[src/rtl/canvas_input_ctrl.sv]
// -----------------------------------------------------------------------------
// canvas_input_ctrl
//
// Canvas front-end: turns raw button / RGB-toggle lines into cursor moves,
// colour changes and queued pixel-write requests.
//
// Each of the 8 raw inputs passes through a 2-flop synchroniser and a
// per-bit debouncer. Rising edges of the debounced levels become one-cycle
// event pulses, gated by ena. Direction pulses move a wrapping cursor
// (modulo CANVAS_W / CANVAS_H). Toggle pulses XOR the colour bits.
// Draw pulses, and cursor moves while draw is held, push
// {x, y, colour} into a show-ahead FIFO that drains over a valid/ready port.
//
// Optional feature macro: CANVAS_AUTO_REPEAT_EN
//   Defined   : a held direction re-fires every REPEAT_CYCLES cycles, timed
//               by one shared counter that any new direction press restarts.
//   Undefined : one move per press; no repeat counter exists.
//
// Handshake (wr_*): the head entry is offered while wr_valid=1. It is
// consumed on a clock edge where wr_valid && wr_ready. While wr_valid=1 and
// wr_ready=0 the head (wr_x, wr_y, wr_color) and wr_valid hold steady.
// wr_valid never drops without a pop.
//
// Ports
//   clk       in   1   clock
//   rst_n     in   1   synchronous active-low reset
//   ena       in   1   event enable (0 suppresses all button events)
//   btn_in    in   8   raw inputs: [0] up [1] down [2] left [3] right
//                      [4] draw [5] R toggle [6] G toggle [7] B toggle
//   cursor_x  out  XW  cursor column
//   cursor_y  out  YW  cursor row
//   color     out  3   colour {B,G,R}
//   wr_valid  out  1   FIFO head valid
//   wr_ready  in   1   consumer accepts head
//   wr_x      out  XW  head column
//   wr_y      out  YW  head row
//   wr_color  out  3   head colour
//   overflow  out  1   sticky: a request was dropped
// -----------------------------------------------------------------------------
`timescale 1ns/1ps

module canvas_input_ctrl #(
    parameter int CANVAS_W        = 64,
    parameter int CANVAS_H        = 64,
    parameter int DEBOUNCE_CYCLES = 1024,
    parameter int FIFO_DEPTH      = 4,
    parameter int REPEAT_CYCLES   = 4096,
    localparam int XW             = $clog2(CANVAS_W),
    localparam int YW             = $clog2(CANVAS_H)
) (
    input  logic          clk,
    input  logic          rst_n,
    input  logic          ena,
    input  logic [7:0]    btn_in,
    output logic [XW-1:0] cursor_x,
    output logic [YW-1:0] cursor_y,
    output logic [2:0]    color,
    output logic          wr_valid,
    input  logic          wr_ready,
    output logic [XW-1:0] wr_x,
    output logic [YW-1:0] wr_y,
    output logic [2:0]    wr_color,
    output logic          overflow
);

    // Reject illegal configurations at elaboration time.
    generate
        if (CANVAS_W < 2 || CANVAS_H < 2 || DEBOUNCE_CYCLES < 1 ||
            FIFO_DEPTH < 2 || ((FIFO_DEPTH & (FIFO_DEPTH - 1)) != 0) ||
            REPEAT_CYCLES < 1) begin : g_param_err
            $error("canvas_input_ctrl: illegal parameter value");
        end
    endgenerate

    localparam int CW = (DEBOUNCE_CYCLES > 1) ? $clog2(DEBOUNCE_CYCLES) : 1;
    localparam int AW = $clog2(FIFO_DEPTH);

    localparam logic [CW-1:0] DB_LAST = CW'(DEBOUNCE_CYCLES - 1);
    localparam logic [XW-1:0] X_MAX   = XW'(CANVAS_W - 1);
    localparam logic [YW-1:0] Y_MAX   = YW'(CANVAS_H - 1);
    localparam logic [AW:0]   FULL_CNT = (AW + 1)'(FIFO_DEPTH);

    // -------------------------------------------------------------------------
    // Synchroniser and debouncer
    // -------------------------------------------------------------------------
    logic [7:0]    r_sync1;
    logic [7:0]    r_sync2;
    logic [7:0]    r_stable;
    logic [7:0]    r_stable_d;
    logic [CW-1:0] r_db_cnt [8];

    always_ff @(posedge clk) begin
        if (!rst_n) begin
            r_sync1    <= '0;
            r_sync2    <= '0;
            r_stable   <= '0;
            r_stable_d <= '0;
            for (int i = 0; i < 8; i++) begin
                r_db_cnt[i] <= '0;
            end
        end else begin
            r_sync1    <= btn_in;
            r_sync2    <= r_sync1;
            r_stable_d <= r_stable;
            for (int i = 0; i < 8; i++) begin
                // The counter only runs while the synced level disagrees with
                // the stable level; any agreement restarts the stability window.
                if (r_sync2[i] == r_stable[i]) begin
                    r_db_cnt[i] <= '0;
                end else if (r_db_cnt[i] == DB_LAST) begin
                    r_stable[i] <= r_sync2[i];
                    r_db_cnt[i] <= '0;
                end else begin
                    r_db_cnt[i] <= r_db_cnt[i] + 1'b1;
                end
            end
        end
    end

    // Rising edges of the debounced levels. The pulse is visible in the same
    // cycle the stable level rises, so the cursor updates on the next edge.
    logic [7:0] w_rise;
    logic [7:0] w_pulse;

    assign w_rise  = r_stable & ~r_stable_d;
    assign w_pulse = ena ? w_rise : 8'h00;

    // -------------------------------------------------------------------------
    // Direction move requests (optionally with auto-repeat)
    // -------------------------------------------------------------------------
    logic [3:0] w_move;

`ifdef CANVAS_AUTO_REPEAT_EN
    localparam int RW = (REPEAT_CYCLES > 1) ? $clog2(REPEAT_CYCLES) : 1;
    localparam logic [RW-1:0] REP_LAST = RW'(REPEAT_CYCLES - 1);

    logic [RW-1:0] r_rep_cnt;
    logic          w_dir_held;
    logic          w_dir_press;
    logic          w_rep_fire;

    assign w_dir_held  = |r_stable[3:0];
    assign w_dir_press = |w_rise[3:0];
    // A fresh press restarts the period, so the repeat never coincides with it.
    assign w_rep_fire  = w_dir_held && !w_dir_press && (r_rep_cnt == REP_LAST);

    always_ff @(posedge clk) begin
        if (!rst_n) begin
            r_rep_cnt <= '0;
        end else if (w_dir_press || !w_dir_held || w_rep_fire) begin
            r_rep_cnt <= '0;
        end else begin
            r_rep_cnt <= r_rep_cnt + 1'b1;
        end
    end

    // Repeats apply to every direction still held, so conflict rules hold.
    assign w_move = w_pulse[3:0] | ({4{w_rep_fire & ena}} & r_stable[3:0]);
`else
    assign w_move = w_pulse[3:0];
`endif

    // -------------------------------------------------------------------------
    // Cursor and colour
    // -------------------------------------------------------------------------
    logic [XW-1:0] r_x;
    logic [YW-1:0] r_y;
    logic [2:0]    r_color;
    logic [XW-1:0] w_next_x;
    logic [YW-1:0] w_next_y;
    logic [2:0]    w_next_color;

    // Opposing directions in the same cycle cancel out on that axis.
    always_comb begin
        w_next_x = r_x;
        if (w_move[2] && !w_move[3]) begin
            w_next_x = (r_x == '0) ? X_MAX : (r_x - 1'b1);
        end else if (w_move[3] && !w_move[2]) begin
            w_next_x = (r_x == X_MAX) ? '0 : (r_x + 1'b1);
        end
    end

    always_comb begin
        w_next_y = r_y;
        if (w_move[0] && !w_move[1]) begin
            w_next_y = (r_y == '0) ? Y_MAX : (r_y - 1'b1);
        end else if (w_move[1] && !w_move[0]) begin
            w_next_y = (r_y == Y_MAX) ? '0 : (r_y + 1'b1);
        end
    end

    assign w_next_color = r_color ^ {w_pulse[7], w_pulse[6], w_pulse[5]};

    always_ff @(posedge clk) begin
        if (!rst_n) begin
            r_x     <= '0;
            r_y     <= '0;
            r_color <= '0;
        end else begin
            r_x     <= w_next_x;
            r_y     <= w_next_y;
            r_color <= w_next_color;
        end
    end

    assign cursor_x = r_x;
    assign cursor_y = r_y;
    assign color    = r_color;

    // -------------------------------------------------------------------------
    // Write request generation
    // -------------------------------------------------------------------------
    logic w_cursor_moves;
    logic w_push;

    assign w_cursor_moves = (w_next_x != r_x) || (w_next_y != r_y);
    assign w_push         = w_pulse[4] || (r_stable[4] && w_cursor_moves);

    // -------------------------------------------------------------------------
    // Show-ahead FIFO
    // -------------------------------------------------------------------------
    logic [XW-1:0] r_mem_x [FIFO_DEPTH];
    logic [YW-1:0] r_mem_y [FIFO_DEPTH];
    logic [2:0]    r_mem_c [FIFO_DEPTH];
    logic [AW-1:0] r_wr_ptr;
    logic [AW-1:0] r_rd_ptr;
    logic [AW:0]   r_count;
    logic          r_overflow;
    logic          w_full;
    logic          w_pop;
    logic          w_do_push;

    assign w_full    = (r_count == FULL_CNT);
    assign w_pop     = (r_count != '0) && wr_ready;
    // When full, a push only fits if the head leaves in the same cycle.
    assign w_do_push = w_push && (!w_full || w_pop);

    always_ff @(posedge clk) begin
        if (!rst_n) begin
            r_wr_ptr   <= '0;
            r_rd_ptr   <= '0;
            r_count    <= '0;
            r_overflow <= 1'b0;
            for (int i = 0; i < FIFO_DEPTH; i++) begin
                r_mem_x[i] <= '0;
                r_mem_y[i] <= '0;
                r_mem_c[i] <= '0;
            end
        end else begin
            if (w_do_push) begin
                r_mem_x[r_wr_ptr] <= w_next_x;
                r_mem_y[r_wr_ptr] <= w_next_y;
                r_mem_c[r_wr_ptr] <= w_next_color;
                r_wr_ptr          <= r_wr_ptr + 1'b1;
            end
            if (w_pop) begin
                r_rd_ptr <= r_rd_ptr + 1'b1;
            end
            case ({w_do_push, w_pop})
                2'b10:   r_count <= r_count + 1'b1;
                2'b01:   r_count <= r_count - 1'b1;
                default: r_count <= r_count;
            endcase
            if (w_push && !w_do_push) begin
                r_overflow <= 1'b1;
            end
        end
    end

    assign wr_valid = (r_count != '0);
    assign wr_x     = r_mem_x[r_rd_ptr];
    assign wr_y     = r_mem_y[r_rd_ptr];
    assign wr_color = r_mem_c[r_rd_ptr];
    assign overflow = r_overflow;

endmodule
[config.mk]
export PLATFORM = sky130hd
export DESIGN_NAME = canvas_input_ctrl
export DESIGN_NICKNAME = d
export VERILOG_FILES = /design/src/rtl/canvas_input_ctrl.sv
export SDC_FILE = /design/constraint.sdc
export NUM_CORES = 1
export LEC_CHECK = 0
export CAP_MARGIN = 0
export CELL_PAD_IN_SITES_DETAIL_PLACEMENT = 1
export CELL_PAD_IN_SITES_GLOBAL_PLACEMENT = 1
export CORE_ASPECT_RATIO = 0.7
export CORE_MARGIN = 1.5
export CORE_UTILIZATION = 30
export CTS_CLUSTER_DIAMETER = 150
export CTS_CLUSTER_SIZE = 14
export DETAILED_ROUTE_END_ITERATION = 12
export HOLD_SLACK_MARGIN = 0.03
export PLACE_DENSITY = 0.52
export SETUP_SLACK_MARGIN = 0.15
export SLEW_MARGIN = 20
export SYNTH_ARGS = -nofsm -noshare
export SYNTH_HDL_FRONTEND = slang
export SYNTH_SLANG_ARGS = --single-unit
[constraint.sdc]
create_clock -name clk -period 3.5 [get_ports clk]
set_input_delay 0.7 -clock clk [delete_from_list [all_inputs] [get_ports clk]]
set_output_delay 0.7 -clock clk [all_outputs]
set_load 0.02 [all_outputs]
==> metrics, run 1 <==
status=finished, final reports clean; nets=1002; final worst slack=509 ps; die area=31600 sq um; WS Path Type=input port to flip-flop; Pins Over Slew Limit=0; area grow syn2layout=22.1%; met3 GRT Util=0.0326; Max-slew headroom=0.634; endpoint type of the worst setup path=flip-flop; initial antenna violation count=0; Longest Clk Path Bufs=2; Ports=44; Post-Synth XOR/XNOR Area=0.0785; RSZ-0062 raised after global routing=false; Buffers on Ports=43; Die X=212 um; final hold violations=0; FP Rows=53; required time of the critical path=3660 ps; TritonCTS clock tree=done; total grt overflow=0; crit path DAT=3150 ps; DR WL/cell=14.6 um; Warnings, synthesis=0; FILL cells=3404; grt met2 use=0.203; Skew-Pair Late Insertion Delay=440 ps; final WL=20.5 mm; clk_skew=10.1 ps; met1 Use GR=0.203; buffer and inverter count on the worst path=4; Top delay family on crit path=buffers and inverters; cell area after synthesis=9150 sq um; mux share of post-synthesis cell area=0.0490; TritonCTS Buffers=17; DR vias/cell=4.38; max-cap violations=0; Hold Crit Class=flip-flop to flip-flop; min Tclk post-route=2990 ps; Pre-Repair DR Iteration Count=4; Sink Count=197; Final ANT Viol Nets=0; final period utilization=0.855; clock slew at reported path FFs=70 ps; Worst path slowest cell=clkdlybuf4s50_1; layout cells sized above 1=0.109; Multi-input gate area=3880 sq um; ys flop type=edfxtp_1; global-route wire length before repair=33.5 mm; drt drc=0; setup slack, reg-to-reg=600 ps; htree depth=4; root buf cell=clkbuf_16; PwrDens=479 nW/um^2; fmax=334 MHz; largest net degree at the start of global routing=49; Worst VDD drop=0.000324 V; Post-Synth Adder-Cell Area=0.0213; Post-CTS Resized=0; routed via count=6129; register area=5350 sq um; post-detail-place hpwl=14.5 mm; CP Max Fanout=8; Least-Margin Pin Slew=547 ps; worst-path cell chain=clkdlybuf4s50_1 > inv_1 > or3_1 > a211oi_2 > nor4_4 > buf_4 > a21boi_4 > nand3_1 > o21ai_1 > buf_4; die height=149 um; Synth Area in Compound Gates=0.0405; asr flop ratio synth=0; vias in the first global route=6169; Setup crit start kind=input port; cell mode on critical path=buf_4; Final Wtd Congestion=0.772; Pleak=4.17 nW; Post-CTS Hold Buffers=0; Post-CTS Setup Inserts=0; Unique masters post-synth=58; synthesized area per cell=11.2 sq um; final setup vio count=0; Post-Synthesis Cells=820; Place WS=13.3 ps; Min Hold Slack=438 ps; Seq/Total Area, Yosys=0.584; initial drt markers=284; Top Usage Layer GRT=met2; # diodes=0; Yosys reg bits=197; Placeable Area=30000 sq um; GRT Total Usage=0.139; Initial Util=0.305; Synth Area in Simple Gates=0.202; largest family of logic cells by synthesized area=simple AND/OR/NAND/NOR gates; CP max stage delay=600 ps; Post-synth EDFFs=140
## cell families (layout without fill, tap and decap cells)
family,count (synthesis),in the layout
simple gates,393,393
flops,197,197
xor+xnor,82,82
compound gates,53,53
buf+inv,53,142
mux,26,26
fa+ha+maj,15,15
other cells,1,80
## power breakdown
group | total, mW | switching [mW] | internal (mW)
logic | 0.816 | 0.425 | 0.391
clock network | 1.87 | 0.936 | 0.931
registers | 2.67 | 0.0723 | 2.60
total | 5.35 | 1.43 | 3.92
## final cells by class
type | count | area share
clock buffers | 18 | 0.0384
clock inverters | 14 | 0.0104
inverters | 27 | 0.00908
multi-input cells | 649 | 0.348
flip-flops and latches | 197 | 0.479
well taps | 412 | 0.0462
repair buffers | 83 | 0.0695
## per-layer routing
layer	part of all wire	wire (um)
met3	0.035	718
met2	0.42	8550
met5	0	0
met1	0.54	11000
met4	0.011	223
## metrics by stage
stage	instances	area (sq um)	utilization	total power, mW	TNS, ps
floorplan	899	9450	-	3.24	-5370
global placement	1368	10600	0.354	3.55	0
detailed placement	1368	10600	0.354	3.55	0
CTS	1400	11200	0.373	5.44	0
global route	1400	11200	0.373	5.59	0
finish	1400	11200	0.373	5.35	0
## placed cells by master (no fill, tap or decap), types with 26 or more instances in the layout
master	instances
buf_4	36
clkdlybuf4s50_1	42
nand2_1	52
nand3_1	40
xor2_1	50
dfxtp_1	57
nor2_1	199
xnor2_1	32
inv_1	26
and2_1	30
and3_1	26
edfxtp_1	140
conb_1	80
## state kept, by name, indices dropped and copies added (netlist names), 8 cells and up, named ones only
signal      flops
r_db_cnt       80
r_stable        8
r_mem_x        24
r_sync2         8
r_mem_y        24
r_sync1         8
r_stable_d      8
r_mem_c        12
## final timing paths
check | from | endpoint | cells past startpoint
worst max-delay path | ena | r_mem_x[1][3]$_SDFFCE_PN0P_ | 10
worst min-delay path | r_sync1[4]$_SDFF_PN0_ | r_sync2[4]$_SDFF_PN0_ | 1
worst max register to register | cursor_x[0]$_SDFF_PN0_ | r_count[2]$_SDFFE_PN0P_ | 10
worst min register to register | r_sync1[4]$_SDFF_PN0_ | r_sync2[4]$_SDFF_PN0_ | 1
## synth_stat cells, types with 3 or more instances
cell type / number / share of area
a21o_1: 4 / 0.0033
a21oi_1: 13 / 0.0071
a31oi_1: 6 / 0.0041
and2_1: 30 / 0.021
and3_1: 26 / 0.018
buf_2: 7 / 0.0038
clkbuf_1: 15 / 0.0062
dfxtp_1: 57 / 0.12
edfxtp_1: 140 / 0.46
ha_1: 14 / 0.019
inv_1: 26 / 0.011
mux2i_1: 11 / 0.012
mux4_2: 15 / 0.037
nand2_1: 52 / 0.021
nand2b_1: 4 / 0.0027
nand3_1: 40 / 0.022
nand3_2: 3 / 0.0033
nand4_1: 9 / 0.0062
nor2_1: 199 / 0.082
nor3_1: 8 / 0.0044
o21ai_0: 11 / 0.0060
or2_2: 5 / 0.0034
or3_1: 3 / 0.0021
xnor2_1: 32 / 0.031
xor2_1: 50 / 0.048
## worst reg2reg max path, stage by stage (launching register included)
cell	delay (ps)
dfxtp_1	580
inv_1	120
ha_1	350
xor2_1	160
a31o_2	170
and3_1	290
a31oi_1	150
fa_1	440
and4_1	180
a221oi_2	200
mux2i_1	200
(Power assumes the default switching activity.)
==> inputs of run 2 (changes only) <==
--- a/config.mk
+++ b/config.mk
@@ -21,3 +21,4 @@
 export SYNTH_ARGS = -nofsm -noshare
 export SYNTH_HDL_FRONTEND = slang
 export SYNTH_SLANG_ARGS = --single-unit
+export TNS_END_PERCENT = 1
==> constraint.sdc (replaced) <==
create_clock -name clk -period 3.5 [get_ports clk]
set_input_delay 0.7 -clock clk [delete_from_list [all_inputs] [get_ports clk]]
set_output_delay 0.7 -clock clk [all_outputs]
set_load 0.1 [all_outputs]
==> run 2 against run 1 <==
  * Via count fell by 1.0%
  * Core utilization fell by 0.21 points
  * Sequential power barely moved
  * Sequential share of layout area rose by 0.34 points
  * Count of clock-buffer cells in the layout fell by 1
  * Hold slack got worse by 1.5 ps
  * Global-route usage fell by 0.26 points
  * Critical path depth fell by 1
  * Maximum frequency fell by 3.4%
  * Non-clock buffer count fell by 9
  * Wire length fell by 2.1%
  * Worst setup slack got worse by 110 ps
==> metrics, run 2 (same netlist as run 1, synthesis figures left out) <==
status=finished, final reports clean; Max-slew headroom=0.345; Die X=212 um; max reg flops=80; final instance area=11100 sq um; clk_skew=12.2 ps; nets=993; fmax=323 MHz; Pre-Repair DR Iteration Count=4; # diodes=0; worst-path cell chain=clkdlybuf4s50_1 > nand3_2 > o32a_1 > nor4_4 > a31oi_1 > fa_1 > and4_1 > a221oi_2 > mux2i_1; Post-CTS Setup Inserts=0; DR vias/cell=4.36; post-route setup TNS=0 ps; RSZ-0062 raised after global routing=false; TritonCTS Buffers=17; post-detail-place hpwl=14.1 mm; Hold Crit Class=flip-flop to flip-flop; Min Hold Slack=436 ps; Post-CTS Resized=0; Pins Over Slew Limit=0; final worst slack=402 ps; die area=31600 sq um; layout cells sized above 1=0.140; FILL cells=3346; crit path DAT=3480 ps; total grt overflow=0; WS Path Type=input port to flip-flop; initial antenna violation count=0; htree depth=4; Initial Util=0.305; buffer and inverter count on the worst path=1; Worst path slowest cell=clkdlybuf4s50_1; Skew-Pair Late Insertion Delay=450 ps; Final Wtd Congestion=0.736; Placeable Area=30000 sq um; area grow syn2layout=21.4%; initial drt markers=263; Buffers on Ports=43; leading cell type in the layout, fill and taps excluded=nor2_1; vias in the first global route=6013; DP Area=10500 sq um; Setup crit start kind=input port; Top delay family on crit path=compound AO/OA/AOI/OAI gates; utilization after layout=0.370; global-route wire length before repair=32.7 mm; final setup vio count=0; TritonCTS clock tree=done; Post-CTS Hold Buffers=0; Longest Clk Path Bufs=2; Least-Margin Pin Slew=979 ps; largest net degree at the start of global routing=32; GRT Total Usage=0.136; min Tclk post-route=3100 ps; Place WS=-45.6 ps; final hold violations=0; die height=149 um; DR WL/cell=14.4 um; FP Rows=53; clock slew at reported path FFs=70 ps; biggest regs=r_db_cnt (80), r_mem_x (24), r_mem_y (24); final period utilization=0.885; CP Max Fanout=7; CP max stage delay=650 ps; PwrDens=530 nW/um^2; root buf cell=clkbuf_16; commonest non-fill, non-tap cells in the layout=nor2_1 (199), edfxtp_1 (140), conb_1 (80); Top reg by flops=r_db_cnt; Final ANT Viol Nets=0; max-cap violations=0; routed via count=6066; final WL=20.0 mm; Ports=44; Worst VDD drop=0.000320 V; required time of the critical path=3880 ps; endpoint type of the worst setup path=flip-flop; drt drc=0; Pleak=4.21 nW; Sink Count=197
[run 2: path summary, 6_finish.rpt]
path / slack, ps / end / from / depth (start not counted)
max: 400 / r_count[2]$_SDFFE_PN0P_ / ena / 9
min: 440 / r_sync2[1]$_SDFF_PN0_ / r_sync1[1]$_SDFF_PN0_ / 1
max reg2reg: 500 / r_count[2]$_SDFFE_PN0P_ / cursor_y[0]$_SDFF_PN0_ / 11
min reg2reg: 440 / r_sync2[1]$_SDFF_PN0_ / r_sync1[1]$_SDFF_PN0_ / 1
[run 2: where the power goes]
group	internal (mW)	switching, mW
Combinational	0.369	0.830
Sequential	2.60	0.0802
Clock	1.03	0.981
[run 2: area by class of cell]
type / instances / area [sq um] / share of cell area
flip-flops and latches: 197 / 5350 / 0.482
clock buffers: 17 / 425 / 0.0383
inverters: 27 / 101 / 0.00913
multi-input cells: 649 / 3900 / 0.351
well taps: 412 / 515 / 0.0464
repair buffers: 74 / 636 / 0.0572
clock inverters: 15 / 174 / 0.0157
[run 2: metal layers]
| layer | part of all wire | GRT usage | wire length [um] | vias up |
|---|---|---|---|---|
| li1 | - | - | - | 3063 |
| met2 | 0.43 | 0.202 | 8660 | 50 |
| met5 | 0 | 0 | 0 | - |
| met4 | 0.011 | 0.0407 | 227 | 0 |
| met3 | 0.030 | 0.0326 | 607 | 16 |
| met1 | 0.53 | 0.196 | 10500 | 2937 |
[run 2: per-stage QoR]
step,total power [mW],std cells
after floorplan,3.66,899
after global placement,3.94,1359
after detailed placement,3.95,1359
after CTS,5.99,1391
after global routing,6.14,1391
final,5.88,1391
